File: config.mk
export PLATFORM = sky130hd
export DESIGN_NAME = axi_interconnect_nx1_flat
export DESIGN_NICKNAME = d
export VERILOG_FILES = /design/src/rtl/axi_interconnect_nx1_if.sv /design/src/rtl/axi_interconnect_nx1.sv /design/src/flat_wrapper.sv
export SDC_FILE = /design/constraint.sdc
export NUM_CORES = 1
export LEC_CHECK = 0
export BUFFER_PORTS_ARGS = -buffer_cell sky130_fd_sc_hd__buf_4
export CAP_MARGIN = 10
export CELL_PAD_IN_SITES_DETAIL_PLACEMENT = 1
export CELL_PAD_IN_SITES_GLOBAL_PLACEMENT = 1
export CORE_AREA = 2 2 203 205
export CTS_BUF_LIST = sky130_fd_sc_hd__clkbuf_8
export DETAILED_ROUTE_END_ITERATION = 10
export DIE_AREA = 0 0 205 207
export PLACE_DENSITY_LB_ADDON = 0.3
export SLEW_MARGIN = 30
export SYNTH_ARGS = -nofsm -noshare
export SYNTH_HDL_FRONTEND = slang
export SYNTH_SLANG_ARGS = --single-unit
File: constraint.sdc
create_clock -name clk -period 2 [get_ports clk]
set_input_delay 0.2 -clock clk [delete_from_list [all_inputs] [get_ports clk]]
set_output_delay 0.2 -clock clk [all_outputs]
set_load 0.01 [all_outputs]
File: src/rtl/axi_interconnect_nx1_if.sv
`default_nettype none
// ============================================================================
// Module  : axi_interconnect_nx1_if
// Purpose : AXI4 bundle of N flattened lanes (lane i at slice i); N=1 for the slave port.
// Rev     : 1.0  initial release
// ============================================================================
interface axi_interconnect_nx1_if #(
  parameter int N      = 1,
  parameter int ADDR_W = 32,
  parameter int DATA_W = 32
);
  logic [N*ADDR_W-1:0]   awaddr;
  logic [N*8-1:0]        awlen;
  logic [N*3-1:0]        awsize;
  logic [N*2-1:0]        awburst;
  logic [N-1:0]          awvalid;
  logic [N-1:0]          awready;
  logic [N*DATA_W-1:0]   wdata;
  logic [N*DATA_W/8-1:0] wstrb;
  logic [N-1:0]          wlast;
  logic [N-1:0]          wvalid;
  logic [N-1:0]          wready;
  logic [N*2-1:0]        bresp;
  logic [N-1:0]          bvalid;
  logic [N-1:0]          bready;
  logic [N*ADDR_W-1:0]   araddr;
  logic [N*8-1:0]        arlen;
  logic [N*3-1:0]        arsize;
  logic [N*2-1:0]        arburst;
  logic [N-1:0]          arvalid;
  logic [N-1:0]          arready;
  logic [N*DATA_W-1:0]   rdata;
  logic [N*2-1:0]        rresp;
  logic [N-1:0]          rlast;
  logic [N-1:0]          rvalid;
  logic [N-1:0]          rready;

  modport master (
    output awaddr, awlen, awsize, awburst, awvalid, input awready,
    output wdata, wstrb, wlast, wvalid, input wready,
    input  bresp, bvalid, output bready,
    output araddr, arlen, arsize, arburst, arvalid, input arready,
    input  rdata, rresp, rlast, rvalid, output rready
  );

  modport slave (
    input  awaddr, awlen, awsize, awburst, awvalid, output awready,
    input  wdata, wstrb, wlast, wvalid, output wready,
    output bresp, bvalid, input bready,
    input  araddr, arlen, arsize, arburst, arvalid, output arready,
    output rdata, rresp, rlast, rvalid, input rready
  );
endinterface
`default_nettype wire

File: src/rtl/axi_interconnect_nx1.sv
`default_nettype none
// ============================================================================
// Module  : axi_interconnect_nx1
// Purpose : NUM_M-master to single-slave AXI4 interconnect, round-robin per path.
// Rev     : 1.0  initial release
// ============================================================================
module axi_interconnect_nx1 #(
  parameter int NUM_M  = 2,
  parameter int ADDR_W = 32,
  parameter int DATA_W = 32
) (
  input  wire                    clk,
  input  wire                    rst,
  axi_interconnect_nx1_if.slave  s_bus,
  axi_interconnect_nx1_if.master m_bus,
  output logic                   wlast_err
);
  localparam int c_gw = $clog2(NUM_M);
  localparam int c_sw = DATA_W / 8;
  localparam logic [c_gw-1:0] c_last_idx = c_gw'(NUM_M - 1);

  typedef enum logic [1:0] {W_IDLE = 2'd0, W_ADDR = 2'd1, W_DATA = 2'd2, W_RESP = 2'd3} w_state_t;
  typedef enum logic [1:0] {R_IDLE = 2'd0, R_ADDR = 2'd1, R_DATA = 2'd2} r_state_t;

  w_state_t        r_wstate, w_wstate_nxt;
  r_state_t        r_rstate, w_rstate_nxt;
  logic [c_gw-1:0] r_wgrant, r_wptr, r_rgrant, r_rptr, w_wpick, w_rpick;
  logic [7:0]      r_beat_cnt;
  logic            w_aw_hs, w_w_hs, w_b_hs, w_ar_hs, w_r_hs;

  // First requester at or after the pointer, wrapping.
  function automatic logic [c_gw-1:0] rr_pick(input logic [NUM_M-1:0] req,
                                               input logic [c_gw-1:0] ptr);
    logic [c_gw-1:0] pick;
    logic            found;
    int              idx;
    pick  = '0;
    found = 1'b0;
    for (int i = 0; i < NUM_M; i++) begin
      idx = (int'(ptr) + i) % NUM_M;
      if (!found && req[idx]) begin
        pick  = c_gw'(idx);
        found = 1'b1;
      end
    end
    return pick;
  endfunction

  assign w_wpick = rr_pick(s_bus.awvalid, r_wptr);
  assign w_rpick = rr_pick(s_bus.arvalid, r_rptr);

  assign w_aw_hs = m_bus.awvalid[0] & m_bus.awready[0];
  assign w_w_hs  = m_bus.wvalid[0]  & m_bus.wready[0];
  assign w_b_hs  = m_bus.bvalid[0]  & m_bus.bready[0];
  assign w_ar_hs = m_bus.arvalid[0] & m_bus.arready[0];
  assign w_r_hs  = m_bus.rvalid[0]  & m_bus.rready[0];

  // Response payloads are broadcast; only the valids are steered.
  assign s_bus.bresp = {NUM_M{m_bus.bresp}};
  assign s_bus.rdata = {NUM_M{m_bus.rdata}};
  assign s_bus.rresp = {NUM_M{m_bus.rresp}};
  assign s_bus.rlast = {NUM_M{m_bus.rlast}};

  always_comb begin
    w_wstate_nxt = r_wstate;
    case (r_wstate)
      W_IDLE:  if (|s_bus.awvalid)            w_wstate_nxt = W_ADDR;
      W_ADDR:  if (w_aw_hs)                   w_wstate_nxt = W_DATA;
      W_DATA:  if (w_w_hs && m_bus.wlast[0])  w_wstate_nxt = W_RESP;
      W_RESP:  if (w_b_hs)                    w_wstate_nxt = W_IDLE;
      default:                                w_wstate_nxt = W_IDLE;
    endcase
  end

  always_comb begin
    m_bus.awaddr  = s_bus.awaddr[r_wgrant*ADDR_W +: ADDR_W];
    m_bus.awlen   = s_bus.awlen[r_wgrant*8 +: 8];
    m_bus.awsize  = s_bus.awsize[r_wgrant*3 +: 3];
    m_bus.awburst = s_bus.awburst[r_wgrant*2 +: 2];
    m_bus.wdata   = s_bus.wdata[r_wgrant*DATA_W +: DATA_W];
    m_bus.wstrb   = s_bus.wstrb[r_wgrant*c_sw +: c_sw];
    m_bus.wlast   = s_bus.wlast[r_wgrant];
    m_bus.awvalid = 1'b0;
    m_bus.wvalid  = 1'b0;
    m_bus.bready  = 1'b0;
    s_bus.awready = '0;
    s_bus.wready  = '0;
    s_bus.bvalid  = '0;
    case (r_wstate)
      W_ADDR: begin
        m_bus.awvalid           = s_bus.awvalid[r_wgrant];
        s_bus.awready[r_wgrant] = m_bus.awready[0];
      end
      W_DATA: begin
        m_bus.wvalid            = s_bus.wvalid[r_wgrant];
        s_bus.wready[r_wgrant]  = m_bus.wready[0];
      end
      W_RESP: begin
        s_bus.bvalid[r_wgrant]  = m_bus.bvalid[0];
        m_bus.bready            = s_bus.bready[r_wgrant];
      end
      default: ;
    endcase
  end

  always_ff @(posedge clk or negedge rst) begin
    if (!rst) begin
      r_wstate   <= W_IDLE;
      r_wgrant   <= '0;
      r_wptr     <= '0;
      r_beat_cnt <= 8'd0;
      wlast_err  <= 1'b0;
    end else begin
      r_wstate <= w_wstate_nxt;
      if (r_wstate == W_IDLE && |s_bus.awvalid) r_wgrant <= w_wpick;
      if (w_aw_hs) r_beat_cnt <= m_bus.awlen;
      // A mismatch is only recorded; the burst still ends on the master's wlast.
      if (w_w_hs) begin
        if (m_bus.wlast[0] != (r_beat_cnt == 8'd0)) wlast_err <= 1'b1;
        if (r_beat_cnt != 8'd0) r_beat_cnt <= r_beat_cnt - 8'd1;
      end
      if (w_b_hs) r_wptr <= (r_wgrant == c_last_idx) ? '0 : r_wgrant + 1'b1;
    end
  end

  always_comb begin
    w_rstate_nxt = r_rstate;
    case (r_rstate)
      R_IDLE:  if (|s_bus.arvalid)            w_rstate_nxt = R_ADDR;
      R_ADDR:  if (w_ar_hs)                   w_rstate_nxt = R_DATA;
      R_DATA:  if (w_r_hs && m_bus.rlast[0])  w_rstate_nxt = R_IDLE;
      default:                                w_rstate_nxt = R_IDLE;
    endcase
  end

  always_comb begin
    m_bus.araddr  = s_bus.araddr[r_rgrant*ADDR_W +: ADDR_W];
    m_bus.arlen   = s_bus.arlen[r_rgrant*8 +: 8];
    m_bus.arsize  = s_bus.arsize[r_rgrant*3 +: 3];
    m_bus.arburst = s_bus.arburst[r_rgrant*2 +: 2];
    m_bus.arvalid = 1'b0;
    m_bus.rready  = 1'b0;
    s_bus.arready = '0;
    s_bus.rvalid  = '0;
    case (r_rstate)
      R_ADDR: begin
        m_bus.arvalid           = s_bus.arvalid[r_rgrant];
        s_bus.arready[r_rgrant] = m_bus.arready[0];
      end
      R_DATA: begin
        s_bus.rvalid[r_rgrant]  = m_bus.rvalid[0];
        m_bus.rready            = s_bus.rready[r_rgrant];
      end
      default: ;
    endcase
  end

  always_ff @(posedge clk or negedge rst) begin
    if (!rst) begin
      r_rstate <= R_IDLE;
      r_rgrant <= '0;
      r_rptr   <= '0;
    end else begin
      r_rstate <= w_rstate_nxt;
      if (r_rstate == R_IDLE && |s_bus.arvalid) r_rgrant <= w_rpick;
      if (w_r_hs && m_bus.rlast[0]) r_rptr <= (r_rgrant == c_last_idx) ? '0 : r_rgrant + 1'b1;
    end
  end
endmodule
`default_nettype wire

File: src/flat_wrapper.sv
// flat-port wrapper written by rule: the top's interface ports become plain ports
module axi_interconnect_nx1_flat 
#(
  parameter int NUM_M  = 2,
  parameter int ADDR_W = 32,
  parameter int DATA_W = 32
)
  (clk, rst, wlast_err, s_bus_awaddr, s_bus_awlen, s_bus_awsize, s_bus_awburst, s_bus_awvalid, s_bus_awready, s_bus_wdata, s_bus_wstrb, s_bus_wlast, s_bus_wvalid, s_bus_wready, s_bus_bresp, s_bus_bvalid, s_bus_bready, s_bus_araddr, s_bus_arlen, s_bus_arsize, s_bus_arburst, s_bus_arvalid, s_bus_arready, s_bus_rdata, s_bus_rresp, s_bus_rlast, s_bus_rvalid, s_bus_rready, m_bus_awaddr, m_bus_awlen, m_bus_awsize, m_bus_awburst, m_bus_awvalid, m_bus_awready, m_bus_wdata, m_bus_wstrb, m_bus_wlast, m_bus_wvalid, m_bus_wready, m_bus_bresp, m_bus_bvalid, m_bus_bready, m_bus_araddr, m_bus_arlen, m_bus_arsize, m_bus_arburst, m_bus_arvalid, m_bus_arready, m_bus_rdata, m_bus_rresp, m_bus_rlast, m_bus_rvalid, m_bus_rready);
  axi_interconnect_nx1_if #(.N(2), .ADDR_W(ADDR_W), .DATA_W(DATA_W)) s_bus_i ();
  axi_interconnect_nx1_if #(.N(1), .ADDR_W(ADDR_W), .DATA_W(DATA_W)) m_bus_i ();
  input  wire clk;
  input  wire rst;
  output logic wlast_err;
  input wire logic [$bits(s_bus_i.awaddr)-1:0] s_bus_awaddr;
  input wire logic [$bits(s_bus_i.awlen)-1:0] s_bus_awlen;
  input wire logic [$bits(s_bus_i.awsize)-1:0] s_bus_awsize;
  input wire logic [$bits(s_bus_i.awburst)-1:0] s_bus_awburst;
  input wire logic [$bits(s_bus_i.awvalid)-1:0] s_bus_awvalid;
  output wire logic [$bits(s_bus_i.awready)-1:0] s_bus_awready;
  input wire logic [$bits(s_bus_i.wdata)-1:0] s_bus_wdata;
  input wire logic [$bits(s_bus_i.wstrb)-1:0] s_bus_wstrb;
  input wire logic [$bits(s_bus_i.wlast)-1:0] s_bus_wlast;
  input wire logic [$bits(s_bus_i.wvalid)-1:0] s_bus_wvalid;
  output wire logic [$bits(s_bus_i.wready)-1:0] s_bus_wready;
  output wire logic [$bits(s_bus_i.bresp)-1:0] s_bus_bresp;
  output wire logic [$bits(s_bus_i.bvalid)-1:0] s_bus_bvalid;
  input wire logic [$bits(s_bus_i.bready)-1:0] s_bus_bready;
  input wire logic [$bits(s_bus_i.araddr)-1:0] s_bus_araddr;
  input wire logic [$bits(s_bus_i.arlen)-1:0] s_bus_arlen;
  input wire logic [$bits(s_bus_i.arsize)-1:0] s_bus_arsize;
  input wire logic [$bits(s_bus_i.arburst)-1:0] s_bus_arburst;
  input wire logic [$bits(s_bus_i.arvalid)-1:0] s_bus_arvalid;
  output wire logic [$bits(s_bus_i.arready)-1:0] s_bus_arready;
  output wire logic [$bits(s_bus_i.rdata)-1:0] s_bus_rdata;
  output wire logic [$bits(s_bus_i.rresp)-1:0] s_bus_rresp;
  output wire logic [$bits(s_bus_i.rlast)-1:0] s_bus_rlast;
  output wire logic [$bits(s_bus_i.rvalid)-1:0] s_bus_rvalid;
  input wire logic [$bits(s_bus_i.rready)-1:0] s_bus_rready;
  output wire logic [$bits(m_bus_i.awaddr)-1:0] m_bus_awaddr;
  output wire logic [$bits(m_bus_i.awlen)-1:0] m_bus_awlen;
  output wire logic [$bits(m_bus_i.awsize)-1:0] m_bus_awsize;
  output wire logic [$bits(m_bus_i.awburst)-1:0] m_bus_awburst;
  output wire logic [$bits(m_bus_i.awvalid)-1:0] m_bus_awvalid;
  input wire logic [$bits(m_bus_i.awready)-1:0] m_bus_awready;
  output wire logic [$bits(m_bus_i.wdata)-1:0] m_bus_wdata;
  output wire logic [$bits(m_bus_i.wstrb)-1:0] m_bus_wstrb;
  output wire logic [$bits(m_bus_i.wlast)-1:0] m_bus_wlast;
  output wire logic [$bits(m_bus_i.wvalid)-1:0] m_bus_wvalid;
  input wire logic [$bits(m_bus_i.wready)-1:0] m_bus_wready;
  input wire logic [$bits(m_bus_i.bresp)-1:0] m_bus_bresp;
  input wire logic [$bits(m_bus_i.bvalid)-1:0] m_bus_bvalid;
  output wire logic [$bits(m_bus_i.bready)-1:0] m_bus_bready;
  output wire logic [$bits(m_bus_i.araddr)-1:0] m_bus_araddr;
  output wire logic [$bits(m_bus_i.arlen)-1:0] m_bus_arlen;
  output wire logic [$bits(m_bus_i.arsize)-1:0] m_bus_arsize;
  output wire logic [$bits(m_bus_i.arburst)-1:0] m_bus_arburst;
  output wire logic [$bits(m_bus_i.arvalid)-1:0] m_bus_arvalid;
  input wire logic [$bits(m_bus_i.arready)-1:0] m_bus_arready;
  input wire logic [$bits(m_bus_i.rdata)-1:0] m_bus_rdata;
  input wire logic [$bits(m_bus_i.rresp)-1:0] m_bus_rresp;
  input wire logic [$bits(m_bus_i.rlast)-1:0] m_bus_rlast;
  input wire logic [$bits(m_bus_i.rvalid)-1:0] m_bus_rvalid;
  output wire logic [$bits(m_bus_i.rready)-1:0] m_bus_rready;
  assign s_bus_i.awaddr = s_bus_awaddr;
  assign s_bus_i.awlen = s_bus_awlen;
  assign s_bus_i.awsize = s_bus_awsize;
  assign s_bus_i.awburst = s_bus_awburst;
  assign s_bus_i.awvalid = s_bus_awvalid;
  assign s_bus_awready = s_bus_i.awready;
  assign s_bus_i.wdata = s_bus_wdata;
  assign s_bus_i.wstrb = s_bus_wstrb;
  assign s_bus_i.wlast = s_bus_wlast;
  assign s_bus_i.wvalid = s_bus_wvalid;
  assign s_bus_wready = s_bus_i.wready;
  assign s_bus_bresp = s_bus_i.bresp;
  assign s_bus_bvalid = s_bus_i.bvalid;
  assign s_bus_i.bready = s_bus_bready;
  assign s_bus_i.araddr = s_bus_araddr;
  assign s_bus_i.arlen = s_bus_arlen;
  assign s_bus_i.arsize = s_bus_arsize;
  assign s_bus_i.arburst = s_bus_arburst;
  assign s_bus_i.arvalid = s_bus_arvalid;
  assign s_bus_arready = s_bus_i.arready;
  assign s_bus_rdata = s_bus_i.rdata;
  assign s_bus_rresp = s_bus_i.rresp;
  assign s_bus_rlast = s_bus_i.rlast;
  assign s_bus_rvalid = s_bus_i.rvalid;
  assign s_bus_i.rready = s_bus_rready;
  assign m_bus_awaddr = m_bus_i.awaddr;
  assign m_bus_awlen = m_bus_i.awlen;
  assign m_bus_awsize = m_bus_i.awsize;
  assign m_bus_awburst = m_bus_i.awburst;
  assign m_bus_awvalid = m_bus_i.awvalid;
  assign m_bus_i.awready = m_bus_awready;
  assign m_bus_wdata = m_bus_i.wdata;
  assign m_bus_wstrb = m_bus_i.wstrb;
  assign m_bus_wlast = m_bus_i.wlast;
  assign m_bus_wvalid = m_bus_i.wvalid;
  assign m_bus_i.wready = m_bus_wready;
  assign m_bus_i.bresp = m_bus_bresp;
  assign m_bus_i.bvalid = m_bus_bvalid;
  assign m_bus_bready = m_bus_i.bready;
  assign m_bus_araddr = m_bus_i.araddr;
  assign m_bus_arlen = m_bus_i.arlen;
  assign m_bus_arsize = m_bus_i.arsize;
  assign m_bus_arburst = m_bus_i.arburst;
  assign m_bus_arvalid = m_bus_i.arvalid;
  assign m_bus_i.arready = m_bus_arready;
  assign m_bus_i.rdata = m_bus_rdata;
  assign m_bus_i.rresp = m_bus_rresp;
  assign m_bus_i.rlast = m_bus_rlast;
  assign m_bus_i.rvalid = m_bus_rvalid;
  assign m_bus_rready = m_bus_i.rready;
  axi_interconnect_nx1 #(.NUM_M(NUM_M), .ADDR_W(ADDR_W), .DATA_W(DATA_W)) u_core (.clk(clk), .rst(rst), .s_bus(s_bus_i), .m_bus(m_bus_i), .wlast_err(wlast_err));
endmodule
==> results.py <==
metrics = {
    "floorplan": {
        "initial_utilization_pct": 8.19,
        "dieWidth_um": 205,
        "rows": 74,
        "die_h_um": 207,
        "coreArea_mm2": 0.0404,
        "io_pins": 525,
        "dieArea_mm2": 0.0424,
    },
    "detailed_routing": {
        "num_vias": 4008,
        "drtAntennaViolNets": 0,
        "firstDrtPassIters": 4,
        "drc": 0,
        "vias_per_cell": 3.24,
        "first_iter_violations": 98,
        "wirelength_mm": 19.4,
        "wl_per_cell_um": 15.7,
    },
    "timing": {
        "setup_tns_ns": 0,
        "min_period_ns": 1.97,
        "worst_slew_pin_slew_ns": 0.344,
        "setup_viol": 0,
        "drv_slew": 0,
        "hold_viol_final": 0,
        "finClkSkew_ns": 0.0158,
        "rsz0062_at_grt": "true",
        "slew_headroom_pct": 76.8,
        "fmax_mhz": 508,
        "fin_crit_sh_pct": 98.5,
    },
    "finish": {
        "multiInputGateArea_mm2": 0.00229,
        "drive_gt1_share_pct": 84.3,
        "antenna_cells": 0,
        "area.sequential_um2": 430,
        "fill_cells": 4816,
        "final_cells": 1238,
        "finalNetCount": 1022,
        "final_area_mm2": 0.00684,
        "syn_to_final_growth_pct": 107,
    },
    "placed_design": {
        "port_buffers": 416,
        "place_area_mm2": 0.00662,
        "dp_hpwl_mm": 16.5,
        "place.gp.congestion": 0.761,
        "place_inst": 1228,
    },
    "power_and_ir_drop": {
        "power_frac_clock_pct": 4.4,
        "switchingPower_mw": 2.81,
        "leakage_nw": 3.23,
        "pwr-share-comb_pct": 84.2,
        "p_sw_share_pct": 42.6,
        "internal_power_mw": 3.77,
        "p_per_area_mw_per_mm2": 962,
        "ir_drop_uv": 480,
        "pwr-share-seq_pct": 11.4,
        "power_mw": 6.58,
    },
    "clock_tree": {
        "cts_buffers": 3,
        "clock_path_buffers": 2,
        "path_clk_slew_ns": 0.09,
        "cts_root_buffer": "clkbuf_8",
        "cts.htree.levels": 1,
        "cts.sinks": 17,
        "clkLatencyLatePin_ns": 0.27,
        "cts_tree": "built",
    },
    "synthesis": {
        "netlist_instances": 355,
        "synth_area_leaders": "mux2_2, buf_4, dfrtp_1",
        "synth_common_cells": "mux2_2, buf_4, dfrtp_1, nor2_1, inv_1",
        "synth.distinct_cells": 39,
        "synthMuxAreaShare_pct": 47.6,
        "synthAdderAreaFrac_pct": 2.65,
        "synth_top_area_cell": "mux2_2",
        "synth_xor_area_share_pct": 0.265,
        "yosys_warnings": 0,
        "synthArstFlopShare_pct": 100,
        "synth_edf_count": 0,
        "synthesis.nets": 670,
        "synth_top_family_by_area": "multiplexers",
        "mappedNetlistArea_mm2": 0.00331,
        "synth_top_area_share_pct": 44.3,
        "ys_seq_area_share_pct": 12.9,
        "yosysMostFrequentCell": "mux2_2",
        "syn-mean-instance-area_um2": 9.32,
        "synth-main-ff-cell": "dfrtp_1",
        "synth-simple-area-share_pct": 9.72,
        "synth-compound-area-share_pct": 5.52,
        "synth_seq_cells": 17,
    },
    "critical_path": {
        "worstPathRequired_ns": 2.21,
        "cp.arrival_ns": 2.18,
        "crit_path_start_kind": "flip-flop",
        "endpoint_kind": "flip-flop",
        "r2r_slack_ns": 0.03,
        "crit_type": "flip-flop to flip-flop",
        "r2r-end": "u_core.r_beat_cnt[0]",
        "path_max_fanout": 6,
        "r2r_cells": 7,
        "r2r_start": "u_core.r_beat_cnt[0]",
    },
    "global_route": {
        "grt_pass1_wl_mm": 27.0,
        "track_usage_pct": 8.38,
        "grt_start_max_net_pins": 40,
        "grt-ovfl-total": 0,
        "antenna_found_initial": 0,
        "grt_pass1_vias": 4154,
    },
    "run": {
        "cap_violations": 0,
    },
    "worst_hold_path": {
        "min_delay_path_depth": 2,
        "worst_hold_path.endpoint": "u_core.r_wgrant",
        "min_path_type": "input port to flip-flop",
        "hold_start": "s_bus_awvalid[0]",
    },
    "outcome": {
        "status": "finished, final reports clean",
    },
}
## registers in the layout, indices dropped and copies added, names as in the netlist
| signal | flops |
|---|---|
| u_core.r_beat_cnt | 8 |
| u_core.r_rstate | 2 |
| u_core.r_wstate | 2 |
| u_core.r_rgrant | 1 |
| u_core.r_rptr | 1 |
| u_core.r_wgrant | 1 |
| u_core.r_wptr | 1 |
| u_core.wlast_err | 1 |
## placed cells by master (no fill, tap or decap), types with 2 or more instances in the layout
cell type,netlist,final
nand2b_1,3,3
o21ai_0,3,3
and3_1,5,5
buf_16,0,2
inv_1,14,12
a211oi_2,3,5
nor2b_1,2,2
o2111a_2,1,3
nor2_1,17,17
buf_4,75,431
mux2_2,130,126
mux2i_1,11,10
clkbuf_8,1,3
buf_12,0,2
nor3_1,12,11
nor3b_1,3,3
dfrtp_1,17,15
a31oi_1,4,4
mux2_4,0,4
nand2_1,6,6
and3_4,0,2
inv_2,0,2
a21oi_1,4,4
ha_1,7,5
## per-stage QoR
stage          utilization, %  hold slack [ns]  worst slack (ns)
2_1_floorplan               -          -0.0956            0.0300
3_3_place_gp             16.4            0.114           -0.0404
3_5_place_dp             16.4            0.105           -0.0849
4_1_cts                  16.7            0.120           0.00222
5_1_grt                  16.9            0.135           -0.0636
6_report                 16.9            0.129            0.0309
## worst max path at each step
stage,from,endpoint,slack (ns),depth (start not counted)
final,u_core.r_beat_cnt[0],u_core.r_beat_cnt[0],0.03,7
after global routing,u_core.r_beat_cnt[0],u_core.r_beat_cnt[0],-0.06,7
after floorplan,u_core.r_beat_cnt[0],u_core.r_beat_cnt[0],0.03,6
after CTS,u_core.r_beat_cnt[0],u_core.r_beat_cnt[4],0.002,6
after detailed placement,u_core.r_beat_cnt[0],u_core.r_beat_cnt[4],-0.08,6
after global placement,u_core.r_beat_cnt[0],u_core.r_beat_cnt[4],-0.04,6
## repair_timing
| item | 4_1_cts | 5_1_grt |
|---|---|---|
| cloned | 3 | 1 |
| hold buffers | 1 | 0 |
| buffers inserted | 0 | 1 |
| gates resized for setup | 2 | 21 |
| hold endpoints to repair | 17 | 0 |
| endpoints found under the setup margin | 12 | 10 |
| pin swaps | 0 | 6 |
## power groups by stage
| stage | registers (mW) | logic (mW) | clock network, mW |
|---|---|---|---|
| 5_1_grt | 0.786 | 6.01 | 0.330 |
| 6_report | 0.749 | 5.54 | 0.292 |
| 3_5_place_dp | 0.723 | 5.38 | 0 |
| 3_3_place_gp | 0.723 | 5.37 | 0 |
| 4_1_cts | 0.744 | 5.55 | 0.309 |
| 2_1_floorplan | 0.617 | 2.97 | 0 |
## logic make-up (layout without fill, tap and decap cells)
group                      count (synthesis)  in the layout
adders and majority gates                  7              7
DFF                                       17             17
muxes                                    141            141
buffers and inverters                    107            455
AOI/OAI and AO/OA                         23             26
and+or+nand+nor                           59             59
xor gates and xnor gates                   1              1
## layout make-up
cell class              instances  area share [%]
multi-input cells             234            33.5
clock buffers                   3           0.604
well taps                     532            9.73
repair buffers                437            49.0
flip-flops and latches         17            6.29
clock inverters                 1          0.0732
inverters                      14           0.768
## critical path, cell delays in order (launching register included)
cell and delay, ns:
dfrtp_1 0.40, inv_2 0.09, ha_4 0.12, or4b_4 0.49
o2111a_2 0.37, buf_6 0.15, nor3_4 0.16, a221o_1 0.13
## layer usage
layer	global-route usage, %	up-vias	share of wire [%]
li1	-	1901	-
met3	2.14	17	8.8
met2	14.7	218	50
met4	1.17	0	0.79
met5	0	-	0
met1	10.4	1872	41
Power figures use the tool's default switching activity.
